### config.mk
export PLATFORM = sky130hd
export DESIGN_NAME = alu_op_sequencer_flat
export DESIGN_NICKNAME = d
export VERILOG_FILES = /design/src/rtl/alu_op_sequencer_if.sv /design/src/rtl/alu_op_sequencer.sv /design/src/flat_wrapper.sv
export SDC_FILE = /design/constraint.sdc
export NUM_CORES = 1
export LEC_CHECK = 0
export BUFFER_PORTS_ARGS = -buffer_cell sky130_fd_sc_hd__clkbuf_2
export CAP_MARGIN = 20
export CORE_MARGIN = 1
export CORE_UTILIZATION = 49
export CTS_BUF_LIST = sky130_fd_sc_hd__clkbuf_8
export CTS_CLUSTER_SIZE = 25
export DETAILED_ROUTE_END_ITERATION = 6
export GPL_TIMING_DRIVEN = 0
export PLACE_DENSITY_LB_ADDON = 0.08
export SLEW_MARGIN = 20
export SYNTH_ARGS = -nofsm -noshare
export SYNTH_HDL_FRONTEND = slang
export SYNTH_SLANG_ARGS = --single-unit
### constraint.sdc
create_clock -name clk -period 2.2 [get_ports clk]
set_clock_uncertainty 0.15 [all_clocks]
set_input_delay 0.22 -clock clk [delete_from_list [all_inputs] [get_ports clk]]
set_output_delay 0.22 -clock clk [all_outputs]
set_load 0.005 [all_outputs]
### src/rtl/alu_op_sequencer_if.sv
// Instruction handshake between the issuing stage and the ALU op sequencer.
// The sequencer is the slave; the instruction source drives valid/instr.
interface alu_op_sequencer_if #(
    parameter int DATA_W = 4
);
    logic                  instr_valid;
    logic [2*DATA_W-1:0]   instr;
    logic                  instr_ready;

    modport master (output instr_valid, output instr, input instr_ready);
    modport slave  (input instr_valid, input instr, output instr_ready);
endinterface

### src/rtl/alu_op_sequencer.sv
// Control stage for the 4-bit ALU: decodes instructions, sequences the ALU strobes and keeps
// the accumulator and flags. Optional macro ALU_SEQ_STALL_EN adds result_ready back-pressure.
module alu_op_sequencer #(
    parameter int                DATA_W  = 4,
    parameter logic [DATA_W-1:0] ACC_RST = 4'h0
) (
    input  logic              clk,
    input  logic              reset,
`ifdef ALU_SEQ_STALL_EN
    input  logic              result_ready,
`endif
    alu_op_sequencer_if.slave ifc,
    output logic [DATA_W-1:0] alu_in1,
    output logic [DATA_W-1:0] alu_in2,
    output logic              alu_add,
    output logic              alu_sub,
    output logic              alu_lsh,
    output logic              alu_rsh,
    output logic              alu_and,
    output logic              alu_or,
    output logic              alu_xor,
    output logic              alu_inv,
    output logic              alu_clr,
    output logic              alu_lsr,
    input  logic [DATA_W-1:0] alu_out,
    input  logic              alu_overflow,
    input  logic              alu_shift_flag,
    output logic [DATA_W-1:0] acc,
    output logic              carry_flag,
    output logic              zero_flag,
    output logic              illegal,
    output logic              result_valid
);

    localparam logic [3:0] OP_NOP = 4'h0;
    localparam logic [3:0] OP_ADD = 4'h1;
    localparam logic [3:0] OP_SUB = 4'h2;
    localparam logic [3:0] OP_LSH = 4'h3;
    localparam logic [3:0] OP_RSH = 4'h4;
    localparam logic [3:0] OP_AND = 4'h5;
    localparam logic [3:0] OP_OR  = 4'h6;
    localparam logic [3:0] OP_XOR = 4'h7;
    localparam logic [3:0] OP_INV = 4'h8;
    localparam logic [3:0] OP_CLR = 4'h9;
    localparam logic [3:0] OP_LDI = 4'hA;

    typedef enum logic [1:0] {IDLE, LOAD, EXEC, DONE} state_t;

    state_t            state, state_nxt;
    logic [3:0]        op_q;
    logic [DATA_W-1:0] imm_q;
    logic [DATA_W-1:0] acc_nxt;
    logic              carry_nxt;
    logic [8:0]        strobe;
    logic [3:0]        in_op;
    logic [DATA_W-1:0] in_imm;
    logic              accept;

    assign in_op   = ifc.instr[2*DATA_W-1:DATA_W];
    assign in_imm  = ifc.instr[DATA_W-1:0];
    assign accept  = (state == IDLE) && ifc.instr_valid;
    assign alu_in1 = acc;
    assign alu_in2 = imm_q;
    assign {alu_clr, alu_inv, alu_xor, alu_or, alu_and,
            alu_rsh, alu_lsh, alu_sub, alu_add} = strobe;

    always_ff @(posedge clk) begin
        if (reset) state <= IDLE;
        else       state <= state_nxt;
    end

    // Every control output is gated by reset so the reset cycle itself is quiet,
    // even when reset lands in the middle of an instruction.
    always_comb begin
        state_nxt       = state;
        ifc.instr_ready = 1'b0;
        alu_lsr         = 1'b0;
        strobe          = '0;
        result_valid    = 1'b0;
        case (state)
            IDLE: begin
                ifc.instr_ready = 1'b1;
                if (ifc.instr_valid)
                    state_nxt = (in_op == OP_LSH || in_op == OP_RSH) ? LOAD : EXEC;
            end
            LOAD: begin
                alu_lsr   = 1'b1;
                state_nxt = EXEC;
            end
            EXEC: begin
                if (op_q >= OP_ADD && op_q <= OP_CLR)
                    strobe = 9'd1 << (op_q - 4'd1);
                state_nxt = DONE;
            end
            DONE: begin
                result_valid = 1'b1;
`ifdef ALU_SEQ_STALL_EN
                state_nxt = result_ready ? IDLE : DONE;
`else
                state_nxt = IDLE;
`endif
            end
            default: state_nxt = IDLE;
        endcase
        if (reset) begin
            ifc.instr_ready = 1'b0;
            alu_lsr         = 1'b0;
            strobe          = '0;
            result_valid    = 1'b0;
            state_nxt       = IDLE;
        end
    end

    always_comb begin
        acc_nxt   = acc;
        carry_nxt = carry_flag;
        case (op_q)
            OP_ADD, OP_SUB: begin
                acc_nxt   = alu_out;
                carry_nxt = alu_overflow;
            end
            OP_LSH, OP_RSH: begin
                acc_nxt   = alu_out;
                carry_nxt = alu_shift_flag;
            end
            OP_AND, OP_OR, OP_XOR, OP_INV, OP_CLR: begin
                acc_nxt   = alu_out;
                carry_nxt = 1'b0;
            end
            OP_LDI: begin
                acc_nxt   = imm_q;
                carry_nxt = 1'b0;
            end
            default: ;
        endcase
    end

    // Operand registers load only on a transfer; results commit only at the end of EXEC.
    always_ff @(posedge clk) begin
        if (reset) begin
            op_q       <= OP_NOP;
            imm_q      <= '0;
            acc        <= ACC_RST;
            carry_flag <= 1'b0;
            zero_flag  <= (ACC_RST == '0);
            illegal    <= 1'b0;
        end else begin
            if (accept) begin
                op_q  <= in_op;
                imm_q <= in_imm;
            end
            if (state == EXEC) begin
                acc        <= acc_nxt;
                carry_flag <= carry_nxt;
                zero_flag  <= (acc_nxt == '0);
                if (op_q > OP_LDI) illegal <= 1'b1;
            end
        end
    end

endmodule

### src/flat_wrapper.sv
// flat-port wrapper written by rule: the top's interface ports become plain ports
module alu_op_sequencer_flat 
#(
    parameter int                DATA_W  = 4,
    parameter logic [DATA_W-1:0] ACC_RST = 4'h0
)
  (clk, reset, alu_in1, alu_in2, alu_add, alu_sub, alu_lsh, alu_rsh, alu_and, alu_or, alu_xor, alu_inv, alu_clr, alu_lsr, alu_out, alu_overflow, alu_shift_flag, acc, carry_flag, zero_flag, illegal, result_valid, ifc_instr_valid, ifc_instr, ifc_instr_ready);
  alu_op_sequencer_if #(.DATA_W(DATA_W)) ifc_i ();
  input  logic clk;
  input  logic reset;
  output logic [DATA_W-1:0] alu_in1;
  output logic [DATA_W-1:0] alu_in2;
  output logic alu_add;
  output logic alu_sub;
  output logic alu_lsh;
  output logic alu_rsh;
  output logic alu_and;
  output logic alu_or;
  output logic alu_xor;
  output logic alu_inv;
  output logic alu_clr;
  output logic alu_lsr;
  input  logic [DATA_W-1:0] alu_out;
  input  logic alu_overflow;
  input  logic alu_shift_flag;
  output logic [DATA_W-1:0] acc;
  output logic carry_flag;
  output logic zero_flag;
  output logic illegal;
  output logic result_valid;
  input wire logic [$bits(ifc_i.instr_valid)-1:0] ifc_instr_valid;
  input wire logic [$bits(ifc_i.instr)-1:0] ifc_instr;
  output wire logic [$bits(ifc_i.instr_ready)-1:0] ifc_instr_ready;
  assign ifc_i.instr_valid = ifc_instr_valid;
  assign ifc_i.instr = ifc_instr;
  assign ifc_instr_ready = ifc_i.instr_ready;
  alu_op_sequencer #(.DATA_W(DATA_W), .ACC_RST(ACC_RST)) u_core (.clk(clk), .reset(reset), .ifc(ifc_i), .alu_in1(alu_in1), .alu_in2(alu_in2), .alu_add(alu_add), .alu_sub(alu_sub), .alu_lsh(alu_lsh), .alu_rsh(alu_rsh), .alu_and(alu_and), .alu_or(alu_or), .alu_xor(alu_xor), .alu_inv(alu_inv), .alu_clr(alu_clr), .alu_lsr(alu_lsr), .alu_out(alu_out), .alu_overflow(alu_overflow), .alu_shift_flag(alu_shift_flag), .acc(acc), .carry_flag(carry_flag), .zero_flag(zero_flag), .illegal(illegal), .result_valid(result_valid));
endmodule
==> reports/metrics.yaml <==
logic_synthesis:
  synth_edf_count: 0
  ys.flop_type: "dfxtp_1"
  synth_nets: 158
  yosysWarnings: 0
  yosys-top-cells-area: "dfxtp_1 32%, ha_1 5.9%, a21oi_1 4.7%, nand2_1 4.6%, nor2_1 4.2%"
  synth.avg_cell_area_um2: 7.83
  synth_top_cell_area_share_pct: 32.0
  ys_seq_elements: 17
  syn-instance-count: 136
  synth.distinct_cells: 38
  synth_area_mm2: 0.00106
  ys_async_sr_fraction_pct: 0
  yosysSeqAreaShare_pct: 32.0
  yosysTopAreaCell: "dfxtp_1"
routing:
  wire_per_inst_um: 12.2
  first_pass_iters: 4
  drtAntennaViolNets: 0
  vias_per_cell: 5.45
  drt-total-wl_um: 2540
  vias: 1133
  first_iter_violations: 27
  drc: 0
worst_setup_path:
  reg2reg_from: "u_core.op_q[3]"
  crit_start: "u_core.op_q[3]"
  worst-path-max-fanout: 11
  cp.required_ps: 1830
  critical_path_class: "flip-flop to output pin"
  end_kind: "output pin"
  start_kind: "flip-flop"
  worstPathArrival_ps: 1730
finish:
  drive_gt1_share_pct: 32.0
  antenna-diode-count: 0
  layout-area-overhead-vs-synth_pct: 27.1
  nNetsFinal: 204
clocking:
  clock_sinks: 17
  htree_levels: 1
  clk_pin_slew_ps: 70
  numCtsBuffers: 3
  clockBufferDepth: 2
  tritoncts: "done"
  clk_latency_ps: 260
  cts_setup_buffers: 0
  clockRootBuffer: "clkbuf_8"
sta:
  drv_slew: 0
  setup_ws_ps: 99.4
  fin_tns_setup_ps: 0
  timing.fmax_ghz: 0.476
  timing.slew.headroom_pct: 67.4
  final.min_clock_period_ps: 2100
  final_hold_viol_count: 0
  rsz0062_at_grt: "false"
  min_period_over_period_pct: 95.5
  worstMarginPinSlew_ps: 489
  setup_viol: 0
power_and_ir_drop:
  power_density_mw_per_mm2: 818
  p_leak_uw: 0.000607
  vdd_drop_max_mv: 0.593
floorplan:
  row_count: 16
  die_h_um: 48.6
  die-area_mm2: 0.00236
  die_w_um: 48.6
  ios: 44
  start_util_pct: 53.2
  fp.coreArea_mm2: 0.00200
hold_path:
  hp-class: "primary input to flip-flop"
  hp-start: "ifc_instr[2]"
place:
  io_buffer_count: 42
  place_ws_ps: 232
  gp_congestion: 0.876
  dp_hpwl_um: 1930
run_status:
  outcome: "complete, no violations"
job:
  maxCapViolCount: 0
global_routing:
  gr-total-overflow: 0
  grt_max_degree: 12
  antenna_found_initial: 0
  track_usage_pct: 22.5
  grt_pass1_vias: 986
  grt_pass1_wl_um: 4200
[final timing paths]
| kind | endpoint | slack (ps) | depth (start not counted) |
|---|---|---|---|
| hold / removal | u_core.alu_in2[2] | 50 | 3 |
| setup / recovery | alu_clr | 100 | 4 |
| hold reg to reg | u_core.illegal | 320 | 1 |
| setup reg to reg | u_core.zero_flag | 330 | 4 |
[flip-flops by register name (all words and copies together) (netlist names)]
name               cells
u_core.zero_flag       1
u_core.state           2
u_core.carry_flag      1
u_core.illegal         1
u_core.alu_in2         4
u_core.acc             4
u_core.op_q            4
[worst max-delay path, cell delays in order (launching register included)]
cell      delay (ps)
dfxtp_1          530
inv_1            140
or4_1            560
nor2_1           120
clkbuf_2         120
[stage by stage]
| stage | total power (uW) | util [%] | hold WS [ps] | instances | area (um2) |
|---|---|---|---|---|---|
| after floorplan | 734 | - | 217 | 136 | 1060 |
| after global placement | 856 | 65.4 | 298 | 205 | 1310 |
| after detailed placement | 874 | 65.4 | 317 | 205 | 1310 |
| after CTS | 1100 | 67.5 | 48.3 | 208 | 1350 |
| after global routing | 1190 | 67.6 | 62.7 | 208 | 1350 |
| final | 1110 | 67.6 | 48.5 | 208 | 1350 |
[power by group]
| part | internal [uW] | total [uW] | switching (uW) | leakage, uW |
|---|---|---|---|---|
| registers | 361 | 412 | 51.4 | 0.000140 |
| clock network | 124 | 234 | 110 | 0.0000269 |
| logic | 220 | 460 | 240 | 0.000440 |
[routing by layer]
layer | part of all wire (%) | track usage (%) | routed length (um) | vias up
met4 | 0.91 | 7.35 | 23 | 0
met3 | 5.1 | 3.77 | 130 | 3
met2 | 49 | 40.7 | 1250 | 35
met5 | 0 | 0 | 0 | -
met1 | 45 | 26.7 | 1130 | 523
li1 | - | - | - | 572
[cell usage after synthesis (2+ instances only)]
master	count
o21ai_0	3
nor2_1	12
a31oi_1	2
nor3b_1	3
a221oi_1	2
buf_4	4
ha_1	5
nor2b_1	5
nand2b_1	3
a211oi_1	3
a311oi_1	2
dfxtp_1	17
inv_1	7
nor4_1	3
a22o_1	2
a21oi_1	10
a221oi_2	2
nand3_1	8
nand2_1	13
nor3_1	5
clkbuf_1	8
[cells by family (layout without fill, tap and decap cells)]
group	after synthesis	in the layout	share of synthesized area [%]
compound gates	32	32	22.1
mux	1	1	0.940
flops	17	17	32.0
fa+ha+maj	5	5	5.88
buf+inv	20	65	9.17
simple gates	61	61	30.0
[area by class of cell]
cell class              count  area, um2
fillers                   187        648
multi-input cells          99        627
flip-flops and latches     17        340
repair buffers             42        210
plain buffers              12       71.3
clock buffers               3       41.3
well taps                  27       33.8
inverters                   7       26.3
clock inverters             1       3.75
[timing repair]
action / in CTS / in global routing
hold buffers: 0 / 0
hold endpoints to repair: 0 / 0
resized for setup: 1 / 2
setup endpoints to repair: 5 / 2
[placed cells by master, fill, tap and decap left out, types with 2 or more instances in the layout]
cell	instances
nand2b_1	3
nand2_1	13
ha_1	5
buf_4	4
o21ai_0	3
nor2_1	12
clkbuf_2	42
clkbuf_8	3
nand3_1	8
dfxtp_1	17
a21oi_1	10
a22o_1	2
clkbuf_1	6
inv_1	8
nor3b_1	3
nor3_1	5
nor2b_1	5
a31oi_1	2
nor4_1	3
a311oi_1	2
a211oi_1	3
a221oi_2	2
a221oi_1	2
No activity file was read; power rests on OpenSTA's default activity.
